### config.mk
export PLATFORM = sky130hd
export DESIGN_NAME = dcache_ctrl_flat
export DESIGN_NICKNAME = d
export VERILOG_FILES = /design/src/rtl/dcache_ctrl_pkg.sv /design/src/rtl/dcache_ctrl_if.sv /design/src/rtl/dcache_ctrl_sram.sv /design/src/rtl/dcache_ctrl.sv /design/src/flat_wrapper.sv
export SDC_FILE = /design/constraint.sdc
export NUM_CORES = 2
export LEC_CHECK = 0
export BUFFER_PORTS_ARGS = -buffer_cell sky130_fd_sc_hd__buf_2
export CAP_MARGIN = 15
export CORE_MARGIN = 3
export CORE_UTILIZATION = 30
export DETAILED_ROUTE_END_ITERATION = 16
export SETUP_SLACK_MARGIN = 0.4
export SYNTH_ARGS = -nofsm -noshare
export SYNTH_HDL_FRONTEND = slang
export SYNTH_MEMORY_MAX_BITS = 65536
export SYNTH_SLANG_ARGS = --single-unit
### constraint.sdc
create_clock -name clk_i -period 18.22 [get_ports clk_i]
set_clock_uncertainty 0.15 [all_clocks]
set_input_delay 4.555 -clock clk_i [delete_from_list [all_inputs] [get_ports clk_i]]
set_output_delay 4.555 -clock clk_i [all_outputs]
set_load 0.05 [all_outputs]
### src/rtl/dcache_ctrl_pkg.sv
// Shared geometry, address helpers and FSM state encoding for the L1 data cache controller.
// Imported by the RTL and by the testbench.
package dcache_ctrl_pkg;

  localparam int NUM_SETS  = 16;
  localparam int IDX_W     = 4;
  localparam int OFF_W     = 5;
  localparam int ADDR_W    = 32;
  localparam int TAG_W     = ADDR_W - IDX_W - OFF_W;
  localparam int LINE_BITS = 256;
  localparam int WORD_W    = 32;
  localparam int WORDS     = LINE_BITS / WORD_W;
  localparam int WSEL_W    = 3;

  typedef enum logic [2:0] {
    ST_IDLE        = 3'd0,
    ST_MISS        = 3'd1,
    ST_WRITEBACK   = 3'd2,
    ST_REFILL      = 3'd3,
    ST_REFILL_DONE = 3'd4
  } state_e;

  function automatic logic [TAG_W-1:0] addrTag(input logic [ADDR_W-1:0] a);
    return a[ADDR_W-1 -: TAG_W];
  endfunction

  function automatic logic [IDX_W-1:0] addrIdx(input logic [ADDR_W-1:0] a);
    return a[OFF_W +: IDX_W];
  endfunction

  function automatic logic [WSEL_W-1:0] addrWord(input logic [ADDR_W-1:0] a);
    return a[OFF_W-1:2];
  endfunction

endpackage

### src/rtl/dcache_ctrl_if.sv
// CPU-side and memory-side bus of the data cache controller.
// master = cache controller, slave = pipeline/memory environment.
interface dcache_ctrl_if;
  import dcache_ctrl_pkg::*;

  logic [ADDR_W-1:0]    cpu_addr_i;
  logic [WORD_W-1:0]    cpu_data_i;
  logic                 cpu_MemRead_i;
  logic                 cpu_MemWrite_i;
  logic [WORD_W-1:0]    cpu_data_o;
  logic                 cpu_stall_o;
  logic [ADDR_W-1:0]    mem_addr_o;
  logic [LINE_BITS-1:0] mem_data_o;
  logic                 mem_enable_o;
  logic                 mem_write_o;
  logic [LINE_BITS-1:0] mem_data_i;
  logic                 mem_ack_i;

  modport master (
    input  cpu_addr_i, cpu_data_i, cpu_MemRead_i, cpu_MemWrite_i, mem_data_i, mem_ack_i,
    output cpu_data_o, cpu_stall_o, mem_addr_o, mem_data_o, mem_enable_o, mem_write_o
  );

  modport slave (
    output cpu_addr_i, cpu_data_i, cpu_MemRead_i, cpu_MemWrite_i, mem_data_i, mem_ack_i,
    input  cpu_data_o, cpu_stall_o, mem_addr_o, mem_data_o, mem_enable_o, mem_write_o
  );

endinterface

### src/rtl/dcache_ctrl_sram.sv
// Tag, valid, dirty and data arrays of the direct-mapped cache (module dcache_sram).
// Combinational read, posedge write with per-word enable, synchronous reset of valid/dirty.
module dcache_sram
  import dcache_ctrl_pkg::*;
(
  input  logic                 clk_i,
  input  logic                 rst_i,
  input  logic [IDX_W-1:0]     idx_i,
  output logic [TAG_W-1:0]     tag_o,
  output logic                 valid_o,
  output logic                 dirty_o,
  output logic [LINE_BITS-1:0] line_o,
  input  logic                 lineWe_i,
  input  logic [TAG_W-1:0]     lineTag_i,
  input  logic [LINE_BITS-1:0] lineData_i,
  input  logic [WORDS-1:0]     wordWe_i,
  input  logic [WORD_W-1:0]    wordData_i,
  input  logic                 setDirty_i,
  input  logic                 clrDirty_i
);

  logic [TAG_W-1:0]     tagArr_q  [NUM_SETS];
  logic [LINE_BITS-1:0] dataArr_q [NUM_SETS];
  logic [NUM_SETS-1:0]  valid_q;
  logic [NUM_SETS-1:0]  dirty_q;

  assign tag_o   = tagArr_q[idx_i];
  assign line_o  = dataArr_q[idx_i];
  assign valid_o = valid_q[idx_i];
  assign dirty_o = dirty_q[idx_i];

  always_ff @(posedge clk_i) begin
    if (lineWe_i) begin
      tagArr_q[idx_i]  <= lineTag_i;
      dataArr_q[idx_i] <= lineData_i;
    end else begin
      for (int w = 0; w < WORDS; w++) begin
        if (wordWe_i[w]) dataArr_q[idx_i][w*WORD_W +: WORD_W] <= wordData_i;
      end
    end
  end

  // A refill always leaves the line clean, even if a store is pending on it.
  always_ff @(posedge clk_i) begin
    if (rst_i) begin
      valid_q <= '0;
      dirty_q <= '0;
    end else if (lineWe_i) begin
      valid_q[idx_i] <= 1'b1;
      dirty_q[idx_i] <= 1'b0;
    end else if (setDirty_i) begin
      dirty_q[idx_i] <= 1'b1;
    end else if (clrDirty_i) begin
      dirty_q[idx_i] <= 1'b0;
    end
  end

endmodule

### src/rtl/dcache_ctrl.sv
// Direct-mapped write-back/write-allocate L1 data cache controller with miss FSM.
// Optional hit/miss counters are enabled by defining DCACHE_STATS_EN.
module dcache_ctrl
  import dcache_ctrl_pkg::*;
(
  input  logic               clk_i,
  input  logic               rst_i,
  dcache_ctrl_if.master      bus
`ifdef DCACHE_STATS_EN
  ,
  output logic [31:0]        hit_cnt_o,
  output logic [31:0]        miss_cnt_o
`endif
);

  state_e               state_q;
  logic                 memEnable_q;
  logic                 memWrite_q;
  logic [ADDR_W-1:0]    memAddr_q;

  logic [ADDR_W-1:0]    addr;
  logic [TAG_W-1:0]     reqTag;
  logic [IDX_W-1:0]     idx;
  logic [WSEL_W-1:0]    wsel;
  logic                 req;
  logic                 isStore;
  logic                 isLoad;
  logic [TAG_W-1:0]     lineTag;
  logic                 lineValid;
  logic                 lineDirty;
  logic [LINE_BITS-1:0] line;
  logic                 hit;
  logic                 serve;
  logic                 refillWe;
  logic                 wbDone;
  logic [WORDS-1:0]     wordWe;
  logic [1:0]           unusedAddrBits;

  assign addr           = bus.cpu_addr_i;
  assign reqTag         = addrTag(addr);
  assign idx            = addrIdx(addr);
  assign wsel           = addrWord(addr);
  assign unusedAddrBits = addr[1:0];

  // A simultaneous read and write request is treated as a store.
  assign req     = bus.cpu_MemRead_i | bus.cpu_MemWrite_i;
  assign isStore = bus.cpu_MemWrite_i;
  assign isLoad  = bus.cpu_MemRead_i & ~bus.cpu_MemWrite_i;

  assign hit      = lineValid & (lineTag == reqTag);
  assign serve    = (state_q == ST_IDLE) & req & hit;
  assign refillWe = (state_q == ST_REFILL) & bus.mem_ack_i;
  assign wbDone   = (state_q == ST_WRITEBACK) & bus.mem_ack_i;

  always_comb begin
    wordWe = '0;
    if (serve & isStore) wordWe[wsel] = 1'b1;
  end

  dcache_sram u_sram (
    .clk_i      (clk_i),
    .rst_i      (rst_i),
    .idx_i      (idx),
    .tag_o      (lineTag),
    .valid_o    (lineValid),
    .dirty_o    (lineDirty),
    .line_o     (line),
    .lineWe_i   (refillWe),
    .lineTag_i  (reqTag),
    .lineData_i (bus.mem_data_i),
    .wordWe_i   (wordWe),
    .wordData_i (bus.cpu_data_i),
    .setDirty_i (serve & isStore),
    .clrDirty_i (wbDone)
  );

  assign bus.cpu_stall_o  = req & ~((state_q == ST_IDLE) & hit);
  assign bus.cpu_data_o   = (serve & isLoad) ? line[wsel*WORD_W +: WORD_W] : '0;
  assign bus.mem_addr_o   = memAddr_q;
  assign bus.mem_data_o   = line;
  assign bus.mem_enable_o = memEnable_q;
  assign bus.mem_write_o  = memWrite_q;

  // MISS always separates write-back and refill, so enable drops for a cycle between them.
  always_ff @(posedge clk_i) begin
    if (rst_i) begin
      state_q     <= ST_IDLE;
      memEnable_q <= 1'b0;
      memWrite_q  <= 1'b0;
      memAddr_q   <= '0;
    end else begin
      case (state_q)
        ST_IDLE: begin
          if (req & ~hit) state_q <= ST_MISS;
        end
        ST_MISS: begin
          memEnable_q <= 1'b1;
          if (lineDirty) begin
            state_q    <= ST_WRITEBACK;
            memWrite_q <= 1'b1;
            memAddr_q  <= {lineTag, idx, {OFF_W{1'b0}}};
          end else begin
            state_q    <= ST_REFILL;
            memWrite_q <= 1'b0;
            memAddr_q  <= {reqTag, idx, {OFF_W{1'b0}}};
          end
        end
        ST_WRITEBACK: begin
          if (bus.mem_ack_i) begin
            state_q     <= ST_MISS;
            memEnable_q <= 1'b0;
            memWrite_q  <= 1'b0;
          end
        end
        ST_REFILL: begin
          if (bus.mem_ack_i) begin
            state_q     <= ST_REFILL_DONE;
            memEnable_q <= 1'b0;
          end
        end
        ST_REFILL_DONE: state_q <= ST_IDLE;
        default:        state_q <= ST_IDLE;
      endcase
    end
  end

`ifdef DCACHE_STATS_EN
  logic        prevDone_q;
  logic [31:0] hitCnt_q;
  logic [31:0] missCnt_q;

  // The hit that completes a miss is not counted as a hit.
  always_ff @(posedge clk_i) begin
    if (rst_i) begin
      prevDone_q <= 1'b0;
      hitCnt_q   <= '0;
      missCnt_q  <= '0;
    end else begin
      prevDone_q <= (state_q == ST_REFILL_DONE);
      if ((state_q == ST_IDLE) & req & ~hit & (missCnt_q != 32'hFFFF_FFFF))
        missCnt_q <= missCnt_q + 32'd1;
      if (serve & ~prevDone_q & (hitCnt_q != 32'hFFFF_FFFF))
        hitCnt_q <= hitCnt_q + 32'd1;
    end
  end

  assign hit_cnt_o  = hitCnt_q;
  assign miss_cnt_o = missCnt_q;
`endif

endmodule
### src/flat_wrapper.sv
// flat-port wrapper written by rule: the top's interface ports become plain ports
module dcache_ctrl_flat import dcache_ctrl_pkg::*;
  (clk_i, rst_i, bus_cpu_addr_i, bus_cpu_data_i, bus_cpu_MemRead_i, bus_cpu_MemWrite_i, bus_mem_data_i, bus_mem_ack_i, bus_cpu_data_o, bus_cpu_stall_o, bus_mem_addr_o, bus_mem_data_o, bus_mem_enable_o, bus_mem_write_o);
  dcache_ctrl_if bus_i ();
  input  logic clk_i;
  input  logic rst_i;
  input wire logic [$bits(bus_i.cpu_addr_i)-1:0] bus_cpu_addr_i;
  input wire logic [$bits(bus_i.cpu_data_i)-1:0] bus_cpu_data_i;
  input wire logic [$bits(bus_i.cpu_MemRead_i)-1:0] bus_cpu_MemRead_i;
  input wire logic [$bits(bus_i.cpu_MemWrite_i)-1:0] bus_cpu_MemWrite_i;
  input wire logic [$bits(bus_i.mem_data_i)-1:0] bus_mem_data_i;
  input wire logic [$bits(bus_i.mem_ack_i)-1:0] bus_mem_ack_i;
  output wire logic [$bits(bus_i.cpu_data_o)-1:0] bus_cpu_data_o;
  output wire logic [$bits(bus_i.cpu_stall_o)-1:0] bus_cpu_stall_o;
  output wire logic [$bits(bus_i.mem_addr_o)-1:0] bus_mem_addr_o;
  output wire logic [$bits(bus_i.mem_data_o)-1:0] bus_mem_data_o;
  output wire logic [$bits(bus_i.mem_enable_o)-1:0] bus_mem_enable_o;
  output wire logic [$bits(bus_i.mem_write_o)-1:0] bus_mem_write_o;
  assign bus_i.cpu_addr_i = bus_cpu_addr_i;
  assign bus_i.cpu_data_i = bus_cpu_data_i;
  assign bus_i.cpu_MemRead_i = bus_cpu_MemRead_i;
  assign bus_i.cpu_MemWrite_i = bus_cpu_MemWrite_i;
  assign bus_i.mem_data_i = bus_mem_data_i;
  assign bus_i.mem_ack_i = bus_mem_ack_i;
  assign bus_cpu_data_o = bus_i.cpu_data_o;
  assign bus_cpu_stall_o = bus_i.cpu_stall_o;
  assign bus_mem_addr_o = bus_i.mem_addr_o;
  assign bus_mem_data_o = bus_i.mem_data_o;
  assign bus_mem_enable_o = bus_i.mem_enable_o;
  assign bus_mem_write_o = bus_i.mem_write_o;
  dcache_ctrl u_core (.clk_i(clk_i), .rst_i(rst_i), .bus(bus_i));
endmodule
==> metrics.md <==
| Metric | Value |
|---|---|
| Critical path arrival | `between 9 and 10 ns` |
| Final setup violation count | `0` |
| Final Hold Fails | `0` |
| Post-CTS sizing | `0` |
| Worst-margin pin slew | `around 1.3 ns` |
| Pre-antenna DRT Iters | `8` |
| # clock sinks | `4,528` |
| Initial DRC count | `around 15,000` |
| Critical Path End | `bus_cpu_data_o[17]` |
| Worst-Skew Late Latency | `slightly below 1 ns` |
| Synth warn | `0` |
| Vias/cell | `5.502` |
| Syn Area/Cell | `roughly 24 µm²` |
| Initial core utilization | `30.14%` |
| Synth Register Bits | `roughly 4,500` |
| Rel. slew slack | `between 10% and 20%` |
| Worst setup EP type | `output pin` |
| Antenna violations before repair | `about 180` |
| Share of cells above drive strength 1 | `between 30% and 40%` |
| Run status | `finished clean` |
| Clk buf depth | `4` |
| Clock power frac | `around two fifths` |
| Area of the mapped netlist | `between 150,000 and 200,000 µm²` |
| Tot Pwr | `22.61 mW` |
| Reg2reg start | `u_core.u_sram.tagArr_q[14][18]` |
| Final setup TNS | `0 ns` |
| Die X | `around 770 µm` |
| Post-synth EDFFs | `between 4,000 and 5,000` |
| CP startpoint | `bus_cpu_addr_i[5]` |
| Setup bufs post-CTS | `0` |
| Crit path required time | `13.52 ns` |
| Post-synthesis sequential area ratio | `between 70 and 80%` |
| Gate power share | `8.3%` |
| Net Sw Frac | `between 20% and 30%` |
| Ys async rst share | `0%` |
| Root Driver | `clkbuf_16` |
| Final Max Slew Viols | `0` |
| Number of global-route vias before repair | `approximately 90,000` |
| Post-layout min period | `14.45 ns` |
| First-pass GRT wire length | `about 820 mm` |
| Reg2reg end | `u_core.u_sram.dataArr_q[15][230]` |
| Synth-to-Final Area Change | `16.95%` |
| Peak supply drop | `0.08577 mV` |
| Vias | `92,510` |
| WL final | `630.9 mm` |
| Post-CTS Hold Fix Bufs | `0` |
| Pwr Density | `109.5 nW/µm²` |
| Critical path fanouts, max | `110` |
| Max-Cap Viols | `0` |
| Core Region | `approximately 590,000 µm²` |
| Worst-path clk slew | `0.06 ns` |
| CP Launch Type | `input port` |
| Layout Nets | `slightly below 9,000` |
| Fmax | `69.20 MHz` |
| DP HPWL | `just over 400 mm` |
| Reg2reg path depth | `9` |
| Hold Path Origin | `u_core.bus.mem_addr_o[5]` |
| Critical path type | `in -> out` |
| # IOs | `roughly 650` |
| CTS H-tree lvls | `5` |
| Grt total ovfl | `0` |
| Static leakage power | `between 60 and 70 nW` |
| Final Cycle Share | `approximately 79%` |
| Number of routed nets with antenna violations | `0` |
| CTS tree | `built` |
| Port Buffer Count | `640` |
| Most frequent cells in the layout | `edfxtp_1 (4,464), mux4_2 (1,368), buf_2 (636)` |
| Largest net degree at the start of global routing | `130` |
| Post-Synthesis Cells | `approximately 7,500` |
| Die ar. | `~600,000 µm²` |
| Unique masters post-synth | `63` |
| Drc violations | `0` |
| Die extent in y | `approximately 770 µm` |
| Commonest register cell after synthesis | `edfxtp_1` |
| Worst reg2reg setup slack | `between 10 and 15 ns` |
| Switching pwr | `approximately 5.4 mW` |
| Int Power | `17.21 mW` |
| Most common cell after layout, fill and taps aside | `edfxtp_1` |
| Flop pwr share | `slightly above 50%` |
| RSZ-0062 raised after global routing | `no` |
| Tot GR Track Use | `between 20 and 25%` |
| Hold Path Class | `reg -> reg` |
| Count of standard-cell rows | `281` |
| Placer Congestion | `0.8242` |
| CTS buffer count | `approximately 440` |
| Wire per inst | `~38 µm` |
## worst max-delay path: stages
cell     delay (ns)
buf_12         0.38
buf_12         0.58
buf_12         0.59
mux4_2         0.62
mux4_2         0.58
o22ai_1        0.76
or4_1          0.57
nor2_1         0.09
buf_2          0.25
## layout make-up
type	count	area [µm²]
Fill cell	53290	379500
Sequential cell	4528	135300
Multi-Input combinational cell	2511	40770
Clock buffer	504	11270
Tap cell	7782	9737
Timing Repair Buffer	915	5529
Clock inverter	305	3258
Antenna cell	255	638.1
Inverter	14	52.55
## sequential cells by signal (all words and copies together), names as in the netlist, named ones only
| register | cells |
|---|---|
| u_core.u_sram.valid_q | 16 |
| u_core.u_sram.tagArr_q | 368 |
| u_core.bus.mem_enable_o | 1 |
| u_core.state_q | 3 |
| u_core.bus.mem_write_o | 1 |
| u_core.bus.mem_addr_o | 27 |
| u_core.u_sram.dataArr_q | 4096 |
## through the flow
stage / cell area, µm² / hold WS (ns) / worst slack [ns] / utilization, % / std cells
after floorplan: 176700 / 0.2846 / 5.379 / - / 7501
after global placement: 191400 / 0.3061 / 4.030 / 32.66 / 15750
after detailed placement: 191400 / 0.2974 / 3.993 / 32.66 / 15750
after CTS: 206000 / 0.3064 / 3.989 / 35.14 / 16560
after global routing: 206200 / 0.3354 / 3.546 / 35.19 / 16680
final: 206600 / 0.3043 / 3.769 / 35.25 / 16810
## worst min path at each step
stage                           endpoint  slack (ns)  cells after the start
2_1_floorplan  u_core.u_sram.valid_q[10]        0.28                      2
3_3_place_gp   u_core.bus.mem_addr_o[14]        0.31                      2
3_5_place_dp    u_core.bus.mem_addr_o[5]        0.30                      2
4_1_cts         u_core.bus.mem_addr_o[5]        0.31                      2
5_1_grt         u_core.bus.mem_addr_o[5]        0.34                      2
6_report        u_core.bus.mem_addr_o[5]        0.30                      2
## per-layer routing
metal,global-route usage [%],part of all wire (%)
met2,30.95,46
met3,7.604,14
met5,0,0.045
met4,10.50,5.5
met1,25.52,35
## synth_stat cells (6+ instances only)
master / count / share of area [%]
edfxtp_1: 4464 / 76
mux4_2: 1368 / 17
mux2_2: 250 / 1.6
clkbuf_1: 182 / 0.39
buf_2: 177 / 0.50
a21oi_1: 143 / 0.41
nor2_1: 140 / 0.30
o22ai_1: 136 / 0.48
nand2_1: 85 / 0.18
mux2i_1: 71 / 0.40
dfxtp_1: 64 / 0.73
buf_1: 52 / 0.11
or4_1: 32 / 0.14
o21ai_0: 28 / 0.079
nand3_1: 25 / 0.071
mux2_4: 24 / 0.20
buf_6: 20 / 0.13
nand3b_1: 19 / 0.081
a211oi_1: 18 / 0.076
buf_4: 17 / 0.072
nand2b_1: 16 / 0.057
xnor2_1: 15 / 0.074
nor3_1: 13 / 0.037
inv_1: 12 / 0.025
nand4_1: 11 / 0.039
nor2b_1: 11 / 0.039
xor2_1: 11 / 0.055
a22oi_1: 10 / 0.042
nor3b_1: 9 / 0.038
o211ai_1: 8 / 0.034
nor4_1: 6 / 0.021
## power groups by stage
stage                     Combinational [mW]  Clock, mW  Sequential (mW)
after floorplan                        0.940          0             11.8
after global placement                  1.83          0             11.7
after detailed placement                1.86          0             11.7
after CTS                               1.86       9.33             11.5
after global routing                    1.92       9.73             11.5
final                                   1.87       9.23             11.5
## cell families (layout without fill, tap and decap cells)
group                     count (synthesis)  after routing  share of synthesized area, %
AOI/OAI and AO/OA                       375            375                         1.271
xor gates and xnor gates                 26             26                        0.1289
buffers and inverters                   462           1738                         1.228
DFF                                    4528           4528                         76.61
muxes                                  1713           1713                         19.64
other                                     1            260                      0.002123
and+or+nand+nor                         392            392                         1.115
No activity file was read; power rests on OpenSTA's default activity.
